===== src/rtl/insn_dispatcher.sv =====
// -----------------------------------------------------------------------------
// insn_dispatcher
//
// Single-entry skid buffer between the vector decoder and the vector functional
// units (VFUs). A decoded instruction is accepted into the hold register. It is
// shown to the scoreboard on hold_data_o. It is dispatched to its target VFU
// once the scoreboard reports no hazard and a free instruction ID exists. Each
// issued instruction takes the lowest free ID from a bitmap pool. VFUs return
// the ID through their completion pulses.
//
// Ports
//   clk_i, rst_ni      clock, asynchronous active-low reset
//   req_*              decoder valid/ready handshake (payload + target VFU)
//   hold_data_o        buffered instruction offered for the hazard check
//   stall_i            scoreboard hazard stall for the buffered instruction
//   issue_gnt_o        one-cycle pulse when the buffered instruction issues
//   issue_id_o         ID allocated to the issuing instruction
//   vfu_valid_o        one-hot dispatch valid, vfu_ready_i per-VFU ready
//   vfu_data_o         payload to the VFUs (same as hold_data_o)
//   insn_done_i        per-VFU completion pulse with its ID on insn_done_id_i
//   outstanding_o      number of currently allocated IDs
//   busy_o             buffer occupied or IDs outstanding
//   stall_cycles_o     saturating count of cycles the buffer was blocked
// -----------------------------------------------------------------------------
module insn_dispatcher #(
    parameter int unsigned NrVFU     = 4,
    parameter int unsigned InsnIDNum = 8,
    parameter int unsigned DataWidth = 64,
    localparam int unsigned VfuW     = (NrVFU > 1) ? $clog2(NrVFU) : 1,
    localparam int unsigned IDW      = (InsnIDNum > 1) ? $clog2(InsnIDNum) : 1,
    localparam int unsigned CntW     = $clog2(InsnIDNum + 1)
) (
    input  logic                   clk_i,
    input  logic                   rst_ni,
    input  logic                   req_valid_i,
    output logic                   req_ready_o,
    input  logic [DataWidth-1:0]   req_data_i,
    input  logic [VfuW-1:0]        req_vfu_i,
    output logic [DataWidth-1:0]   hold_data_o,
    input  logic                   stall_i,
    output logic                   issue_gnt_o,
    output logic [IDW-1:0]         issue_id_o,
    output logic [NrVFU-1:0]       vfu_valid_o,
    input  logic [NrVFU-1:0]       vfu_ready_i,
    output logic [DataWidth-1:0]   vfu_data_o,
    input  logic [NrVFU-1:0]       insn_done_i,
    input  logic [NrVFU*IDW-1:0]   insn_done_id_i,
    output logic [CntW-1:0]        outstanding_o,
    output logic                   busy_o,
    output logic [15:0]            stall_cycles_o
);

    typedef enum logic {
        EMPTY = 1'b0,
        HOLD  = 1'b1
    } state_e;

    function automatic logic [15:0] sat_inc16(input logic [15:0] v);
        return (v == 16'hFFFF) ? v : v + 16'd1;
    endfunction

    state_e                 state_q, state_d;
    logic [InsnIDNum-1:0]   pool_q, pool_d;
    logic [DataWidth-1:0]   hold_data_q;
    logic [VfuW-1:0]        hold_vfu_q;
    logic [15:0]            stall_cnt_q;
    logic                   id_avail;
    logic [IDW-1:0]         free_id;
    logic [NrVFU-1:0]       vfu_valid;
    logic                   fire;
    logic                   accept;
    logic                   blocked;
    logic [CntW-1:0]        pool_cnt;

    // ---- ID pool lookup: lowest free ID ----
    assign id_avail = |(~pool_q);

    always_comb begin
        free_id = '0;
        for (int i = int'(InsnIDNum) - 1; i >= 0; i--) begin
            if (!pool_q[i]) free_id = IDW'(i);
        end
    end

    // ---- Dispatch: valid never looks at ready, so no comb path ready->valid ----
    always_comb begin
        vfu_valid = '0;
        if (state_q == HOLD && !stall_i && id_avail) vfu_valid[hold_vfu_q] = 1'b1;
    end

    assign fire    = vfu_valid[hold_vfu_q] & vfu_ready_i[hold_vfu_q];
    assign accept  = req_valid_i & req_ready_o;
    assign blocked = (state_q == HOLD) && (stall_i || !id_avail);

    // ---- FSM: state register ----
    always_ff @(posedge clk_i or negedge rst_ni) begin
        if (!rst_ni) state_q <= EMPTY;
        else         state_q <= state_d;
    end

    // ---- FSM: next state (fire + accept in the same cycle stays in HOLD) ----
    always_comb begin
        state_d = state_q;
        case (state_q)
            EMPTY:   if (accept) state_d = HOLD;
            HOLD:    if (fire && !accept) state_d = EMPTY;
            default: state_d = EMPTY;
        endcase
    end

    // ---- FSM: outputs (ready also when the held entry drains this cycle) ----
    always_comb begin
        req_ready_o = (state_q == EMPTY) || fire;
    end

    // ---- Hold register: payload needs no reset, state qualifies it ----
    always_ff @(posedge clk_i) begin
        if (accept) begin
            hold_data_q <= req_data_i;
            hold_vfu_q  <= req_vfu_i;
        end
    end

    // ---- Pool update: completions clear, then the issue sets ----
    // A completion naming an unallocated ID clears a bit that is already 0, so
    // it is ignored. That includes the ID being issued this very cycle, because
    // the set is applied after the clears.
    always_comb begin
        pool_d = pool_q;
        for (int i = 0; i < int'(NrVFU); i++) begin
            if (insn_done_i[i]) pool_d[insn_done_id_i[i*IDW +: IDW]] = 1'b0;
        end
        if (fire) pool_d[free_id] = 1'b1;
    end

    always_ff @(posedge clk_i or negedge rst_ni) begin
        if (!rst_ni) begin
            pool_q      <= '0;
            stall_cnt_q <= '0;
        end else begin
            pool_q <= pool_d;
            if (blocked) stall_cnt_q <= sat_inc16(stall_cnt_q);
        end
    end

    // outstanding is the popcount of the registered pool: +fire and -valid
    // completions land in the pool on the same edge.
    always_comb begin
        pool_cnt = '0;
        for (int i = 0; i < int'(InsnIDNum); i++) pool_cnt = pool_cnt + CntW'(pool_q[i]);
    end

    assign hold_data_o    = hold_data_q;
    assign vfu_data_o     = hold_data_q;
    assign vfu_valid_o    = vfu_valid;
    assign issue_gnt_o    = fire;
    assign issue_id_o     = free_id;
    assign outstanding_o  = pool_cnt;
    assign busy_o         = (state_q == HOLD) || (pool_q != '0);
    assign stall_cycles_o = stall_cnt_q;

`ifndef SYNTHESIS
    always @(posedge clk_i) begin
        if (rst_ni) begin
            for (int i = 0; i < int'(NrVFU); i++) begin
                if (insn_done_i[i]) begin
                    assert (pool_q[insn_done_id_i[i*IDW +: IDW]])
                    else $error("completion for unallocated instruction ID");
                end
            end
        end
    end
`endif

endmodule

===== config.mk =====
export PLATFORM = sky130hd
export DESIGN_NAME = insn_dispatcher
export DESIGN_NICKNAME = d
export VERILOG_FILES = /design/src/rtl/insn_dispatcher.sv
export SDC_FILE = /design/constraint.sdc
export NUM_CORES = 1
export LEC_CHECK = 0
export CORE_UTILIZATION = 35
export CTS_BUF_LIST = sky130_fd_sc_hd__clkbuf_8
export DETAILED_ROUTE_END_ITERATION = 10
export GPL_TIMING_DRIVEN = 0
export PLACE_DENSITY = 0.85
export SETUP_SLACK_MARGIN = 0.4
export SLEW_MARGIN = 0
export SYNTH_ARGS = -nofsm -noshare
export SYNTH_HDL_FRONTEND = slang
export SYNTH_SLANG_ARGS = --single-unit

===== constraint.sdc =====
create_clock -name clk_i -period 3.9 [get_ports clk_i]
set_input_delay 0.78 -clock clk_i [delete_from_list [all_inputs] [get_ports clk_i]]
set_output_delay 0.78 -clock clk_i [all_outputs]
set_load 0.03 [all_outputs]

==> results of run 1 <==
## state kept, by name, indices dropped and copies added (netlist names)
| register | cells |
|---|---|
| stall_cycles_o | 16 |
| state_q | 1 |
| hold_data_o | 64 |
| pool_q | 8 |
| hold_vfu_q | 2 |
## area by class of cell
type	instances	area [µm²]
clock inverters	6	33.8
plain buffers	66	495
well taps	168	210
inverters	17	63.8
clock buffers	9	124
repair buffers	250	2490
multi-input cells	167	1270
fillers	963	4850
flip-flops and latches	91	2610
## worst min-delay path by stage
stage                                    to  slack [ps]  depth (start not counted)         startpoint
after floorplan                   pool_q[0]         480                          0             rst_ni
after global placement    stall_cycles_o[4]         520                          1  stall_cycles_o[4]
after detailed placement  stall_cycles_o[7]         540                          1  stall_cycles_o[7]
after CTS                 stall_cycles_o[7]         550                          1  stall_cycles_o[7]
after global routing      stall_cycles_o[9]         570                          1  stall_cycles_o[9]
final                     stall_cycles_o[7]         550                          1  stall_cycles_o[7]
## through the flow
stage | TNS [ps] | hold slack, ps | utilization [%]
after floorplan | 0 | 484 | -
after global placement | -573 | 524 | 58.4
after detailed placement | -665 | 535 | 58.4
after CTS | -218 | 551 | 60.1
after global routing | -373 | 572 | 60.1
final | -153 | 551 | 60.1
## cell usage in the layout, fill, tap and decap left out, types with 3 or more instances in the layout
cell type and n:
nor3b_1 3, and4_1 6, clkbuf_8 9, dfrtp_2 3
nand2b_1 3, nand4_1 13, mux2_1 5, nor4bb_1 5
ha_1 5, nor2b_1 6, o21ai_1 5, inv_2 3
nor4_1 3, clkdlybuf4s50_1 242, buf_6 4, nand2_1 18
a31oi_1 8, o21ai_0 3, fa_1 3, nor2_1 8
nor4_2 4, a31o_1 4, xor2_1 10, inv_1 14
a21oi_1 4, nand4b_1 6, and3_1 3, nand3_1 12
nor4b_1 4, edfxtp_1 66, dfrtp_1 22, nor3_1 8
buf_4 68
## kinds of logic after synthesis
family / synth area share (%)
AOI/OAI and AO/OA: 4.59
adders and majority gates: 3.52
muxes: 2.01
DFF: 59.1
xor gates and xnor gates: 2.18
and+or+nand+nor: 15.9
buffers and inverters: 12.7
## worst max-delay path, delay by kind of cell, from the launching register on
kind,cells,cell delay [ps]
DFF,1,430
buffers and inverters,5,340
adders and majority gates,5,2100
## metal layers
layer / global-route usage, % / vias up
met5: 0 / -
met4: 8.48 / 2
met3: 8.52 / 22
met2: 38.6 / 140
met1: 20.5 / 1819
li1: - / 1720
## report_power, final
part / switching, mW / internal (mW) / leakage (nW)
Sequential: 0.130 / 1.16 / 0.909
Clock: 0.322 / 0.222 / 0.0799
Combinational: 0.633 / 0.523 / 1.77
Total: 1.09 / 1.90 / 2.76
## repair_timing
item / 4_1_cts / 5_1_grt
hold buffers: 0 / 0
gates resized for setup: 35 / 1
setup buffers: 3 / 0
pin swaps: 1 / 0
setup endpoints to repair: 5 / 4
==> impl_results.md, run 1 <==
* Startpoint types: register
* Register bit total from synthesis at 91
* Slowest CP cell: fa_1
* Die ar. at between 10000 and 15000 µm²
* Critical Path End: outstanding_o[1]
* Total congestion overflow at 0
* Hold WC Path Type: register to register
* Slew HR at 23.7%
* Share of cells above drive strength 1 at 17.0%
* Bufs on Longest Clock Path at 2
* Post-synth EDFFs at between 60 and 70
* Worst-case reg-to-reg path depth at 6
* Clk sinks at 91
* WP data arrival at 3220 ps
* Worst slack at placement at -354 ps
* Async set-reset flop share out of synthesis at around 27%
* # IOs at 248
* Synth warn at 0
* Worst Clk Skew at between 10 and 15 ps
* Mapped Avg Cell Area at 12.9 µm²
* Worst Path Required at between 3000 and 4000 ps
* Post-synth top area share at 44.9%
* Final Power at 2.99 mW
* Post-route ant nets at 0
* Setup ws final at -97.2 ps
* Max IR drop VDD at 0.430 mV
* Layout Cell Area excl Fill at 7310 µm²
* Seq/Total Area, Yosys at 59.1%
* DP Area at 7110 µm²
* Ys flop type: edfxtp_1
* Met2 wire length at 7490 µm
* Crit path kind: register to primary output
* Clock root buffer: clkbuf_8
* Max-slew violations at 0
* Largest net degree at the start of global routing at 67
* Hpwl dp at 10900 µm
* Final Setup Violations at 2
* Worst R2R End: hold_data_o[31]
* Iter 0 DRT Violations at 195
* Fin. Hold Viols at 0
* Final period utilization at 102%
* FP Rows at 40
* Synth area leader: edfxtp_1
* DRC viols at 0
* Ant diodes at 0
* Synth top area cells: edfxtp_1 45%, dfrtp_1 14%, buf_4 11%, xor2_1 2.0%, nand4_1 1.8%
* Tmin final at 4000 ps
* Synthesized area at between 4000 and 5000 µm²
* CTS tree: done
* Outcome: complete, but fails checks
* Metal-1 WL at ~4800 µm
* Placer Congestion at 0.836
* RSZ-0062 raised after global routing: true
* Top-count cell post-synth: edfxtp_1
* Num CTS Buffers at 9
* Met3 WL at ~1100 µm
* Worst-path fanout max at 2
* Global-route wire length before repair at 19900 µm
* H-Tree Depth at 3
* Crit end category: primary output
* Layout Nets at 702
* Max Cap Viol at 0
* Reg2Reg Launch Point: pool_q[0]
* P&R area growth vs syn at 65.6%
* # port buffers at 247
* Syn nets at roughly 440
* Core area at 12200 µm²
* Clk Latency, worst-skew pair at 370 ps
* Die height at 114 µm
* Clk slew on worst S/H paths at 80 ps
* TritonRoute pass-1 iters at 5
* Die Span X at 114 µm
* Crit path largest cell delay at 530 ps
* Starting Density at 36.3%
* Cells after DPL at 756
* Synth unique cells at between 40 and 50
* Via density at 4.78
* Worst Setup SP: pool_q[0]
* Initial antenna violation count at 0
* Vias in the first global route at 3627
* Max layer used: met5
* Routed len/inst at 17.8 µm
* Pleak at 2.76 nW
* Crit path cell chain: fa_1 -> inv_1 -> fa_1 -> fa_1 -> inv_2 -> ha_4 -> inv_2 -> fa_2 -> inv_2 -> buf_6
* Violated checks: negative setup slack
* Routed wire length at 13800 µm
* Vias at 3703
* GRT Util Overall at 20.9%
* Non-Filler Instances at 774
* FMAX at 250 MHz
* FF-to-FF setup slack at 1430 ps
* PwrDens at ~400 nW/µm²
* Slew @ Worst Pin at 1140 ps
* Synth top cells by count: 66 x edfxtp_1, 64 x buf_4, 25 x dfrtp_1
* Synth Instances at 341
Power figures use the tool's default switching activity.
==> run 2: changes to the inputs <==
--- a/config.mk
+++ b/config.mk
@@ -5,13 +5,14 @@
 export SDC_FILE = /design/constraint.sdc
 export NUM_CORES = 1
 export LEC_CHECK = 0
-export CORE_UTILIZATION = 35
+export CORE_UTILIZATION = 40
 export CTS_BUF_LIST = sky130_fd_sc_hd__clkbuf_8
+export CTS_CLUSTER_SIZE = 28
 export DETAILED_ROUTE_END_ITERATION = 10
 export GPL_TIMING_DRIVEN = 0
-export PLACE_DENSITY = 0.85
+export PLACE_DENSITY = 0.94
 export SETUP_SLACK_MARGIN = 0.4
-export SLEW_MARGIN = 0
+export SLEW_MARGIN = 10
 export SYNTH_ARGS = -nofsm -noshare
 export SYNTH_HDL_FRONTEND = slang
 export SYNTH_SLANG_ARGS = --single-unit
==> impl_results.md, run 2 (synthesis results as in run 1) <==
* Outcome: complete, but fails checks
* Violated checks: negative setup slack
* DRC viols at 0
* Clk slew on worst S/H paths at 80 ps
* TritonRoute pass-1 iters at 4
* Core area at 10500 µm²
* Final Setup Violations at 2
* FP Rows at 37
* TNS Setup at -138 ps
* Critical path's top delay family: adder cells
* Via density at 5.04
* Num CTS Buffers at 9
* Most frequent cells in the layout: 241 x clkdlybuf4s50_1, 68 x buf_4, 66 x edfxtp_1, 22 x dfrtp_1, 18 x nand2_1
* Clock root buffer: clkbuf_8
* Starting Density at around two fifths
* Crit path kind: register to primary output
* CTS tree: done
* Max layer used: met4
* Largest register FFs at 64
* Metal-1 WL at 5170 µm
* Setup ws final at -75.3 ps
* DP Area at 7090 µm²
* Met3 WL at 965 µm
* Routed len/inst at 19.2 µm
* RSZ-0062 raised after global routing: true
* Max Cap Viol at 0
* Worst Clk Skew at 8.44 ps
* Slew HR at a little over half
* Share of cells above drive strength 1 at 17.2%
* Ant diodes at 0
* Hpwl dp at 11400 µm
* Fillers at 733
* Cts hold-fix bufs at 0
* PwrDens at 409 nW/µm²
* Layout Nets at 703
* WP data arrival at 3200 ps
* Slowest CP cell: fa_1
* Initial antenna violation count at 0
* Tmin final at 3980 ps
* Worst path bufs/invs at 5
* Fin. Hold Viols at 0
* Crit path cell chain: fa_1 -> inv_2 -> fa_1 -> fa_1 -> inv_2 -> ha_4 -> inv_2 -> fa_2 -> inv_2 -> buf_6
* Hold WC Path Type: input pin to asynchronous set/reset pin
* Non-Filler Instances at 742
* Routed wire length at 14200 µm
* Worst-path fanout max at 2
* Iter 0 DRT Violations at roughly 160
* Clk Latency, worst-skew pair at 350 ps
* Die height at 107 µm
* GRT Util Overall at 24.6%
* Commonest non-fill, non-tap cell in the layout: clkdlybuf4s50_1
* Global-route wire length before repair at 20700 µm
* Crit end category: primary output
* Vias in the first global route at 3640
* Vias at 3739
* FMAX at 252 MHz
* Crit path largest cell delay at around 550 ps
* Clk sinks at approximately 90
* Max IR drop VDD at between 0.4 and 0.5 mV
* Pleak at 2.78 nW
* P&R area growth vs syn at 64.9%
* # IOs at approximately 250
* Total congestion overflow at 0
* Post-route ant nets at 0
* Placer Congestion at 0.912
* Met2 wire length at 7780 µm
* Worst Path Required at 3120 ps
* # port buffers at 247
* Final Power at roughly 3.0 mW
* Crit-path most repeated cell: inv_2
* Startpoint types: register
* Worst slack at placement at -316 ps
* Final period utilization at 102%
* Cells after DPL at 725
* Layout Cell Area excl Fill at 7270 µm²
* Slew @ Worst Pin at 714 ps
* Largest net degree at the start of global routing at 41
* Die Span X at 107 µm
* Die ar. at ~11000 µm²
* Bufs on Longest Clock Path at 2
* H-Tree Depth at 3
* Max-slew violations at 0
run 2: changes by cell type in the layout (fill, tap and decap cells not counted):
cell             before  now
buf_12                0    1
clkbuf_2              0    1
clkdlybuf4s50_1     242  241
clkinv_1              2    1
clkinv_2              2    1
clkinvlp_4            1    0
inv_1                14   15
inv_2                 3    4
run 2: through the flow:
step / hold slack, ps / utilization, %
global placement: 522 / 67.2
finish: 425 / 69.2
detailed placement: 545 / 67.4
global route: 456 / 69.2
floorplan: 484 / -
CTS: 563 / 69.3
run 2: what timing repair did:
item	in CTS	in global routing
buffers inserted	3	0
pin swaps	1	1
resized for setup	36	1
endpoints found under the setup margin	5	4
run 2: power breakdown:
group	internal (mW)	total (mW)	leakage, nW	switching [mW]
Sequential	1.16	1.29	0.909	0.134
Combinational	0.525	1.16	1.78	0.636
Clock	0.218	0.520	0.0850	0.302
run 2: area by class of cell:
cell class                 count  area, µm²  share of cell area (%)
multi-input combinational    167       1270                    17.5
clock buffer                   9        124                    1.70
inverter                      17       63.8                   0.877
tap                          136        170                    2.34
clock inverter                 5       25.0                   0.344
buffer                        66        495                    6.81
sequential                    91       2610                    35.9
timing repair buffer         251       2510                    34.5
run 2: final timing paths:
check	cells after the start	slack, ps	start	endpoint
max in group asynchronous	1	3040	rst_ni	pool_q[3]
min in group clk_i	1	560	stall_cycles_o[7]	stall_cycles_o[7]
worst min-delay path	1	420	rst_ni	stall_cycles_o[9]
worst min register to register	1	560	stall_cycles_o[7]	stall_cycles_o[7]
worst max register to register	7	1600	pool_q[0]	hold_data_o[20]
worst max-delay path	10	-80	pool_q[0]	outstanding_o[1]
run 2: metal layers:
layer	up-vias	global-route usage (%)
li1	1722	-
met1	1827	26.8
met2	166	46.0
met3	24	6.99
met4	0	7.53
met5	-	0
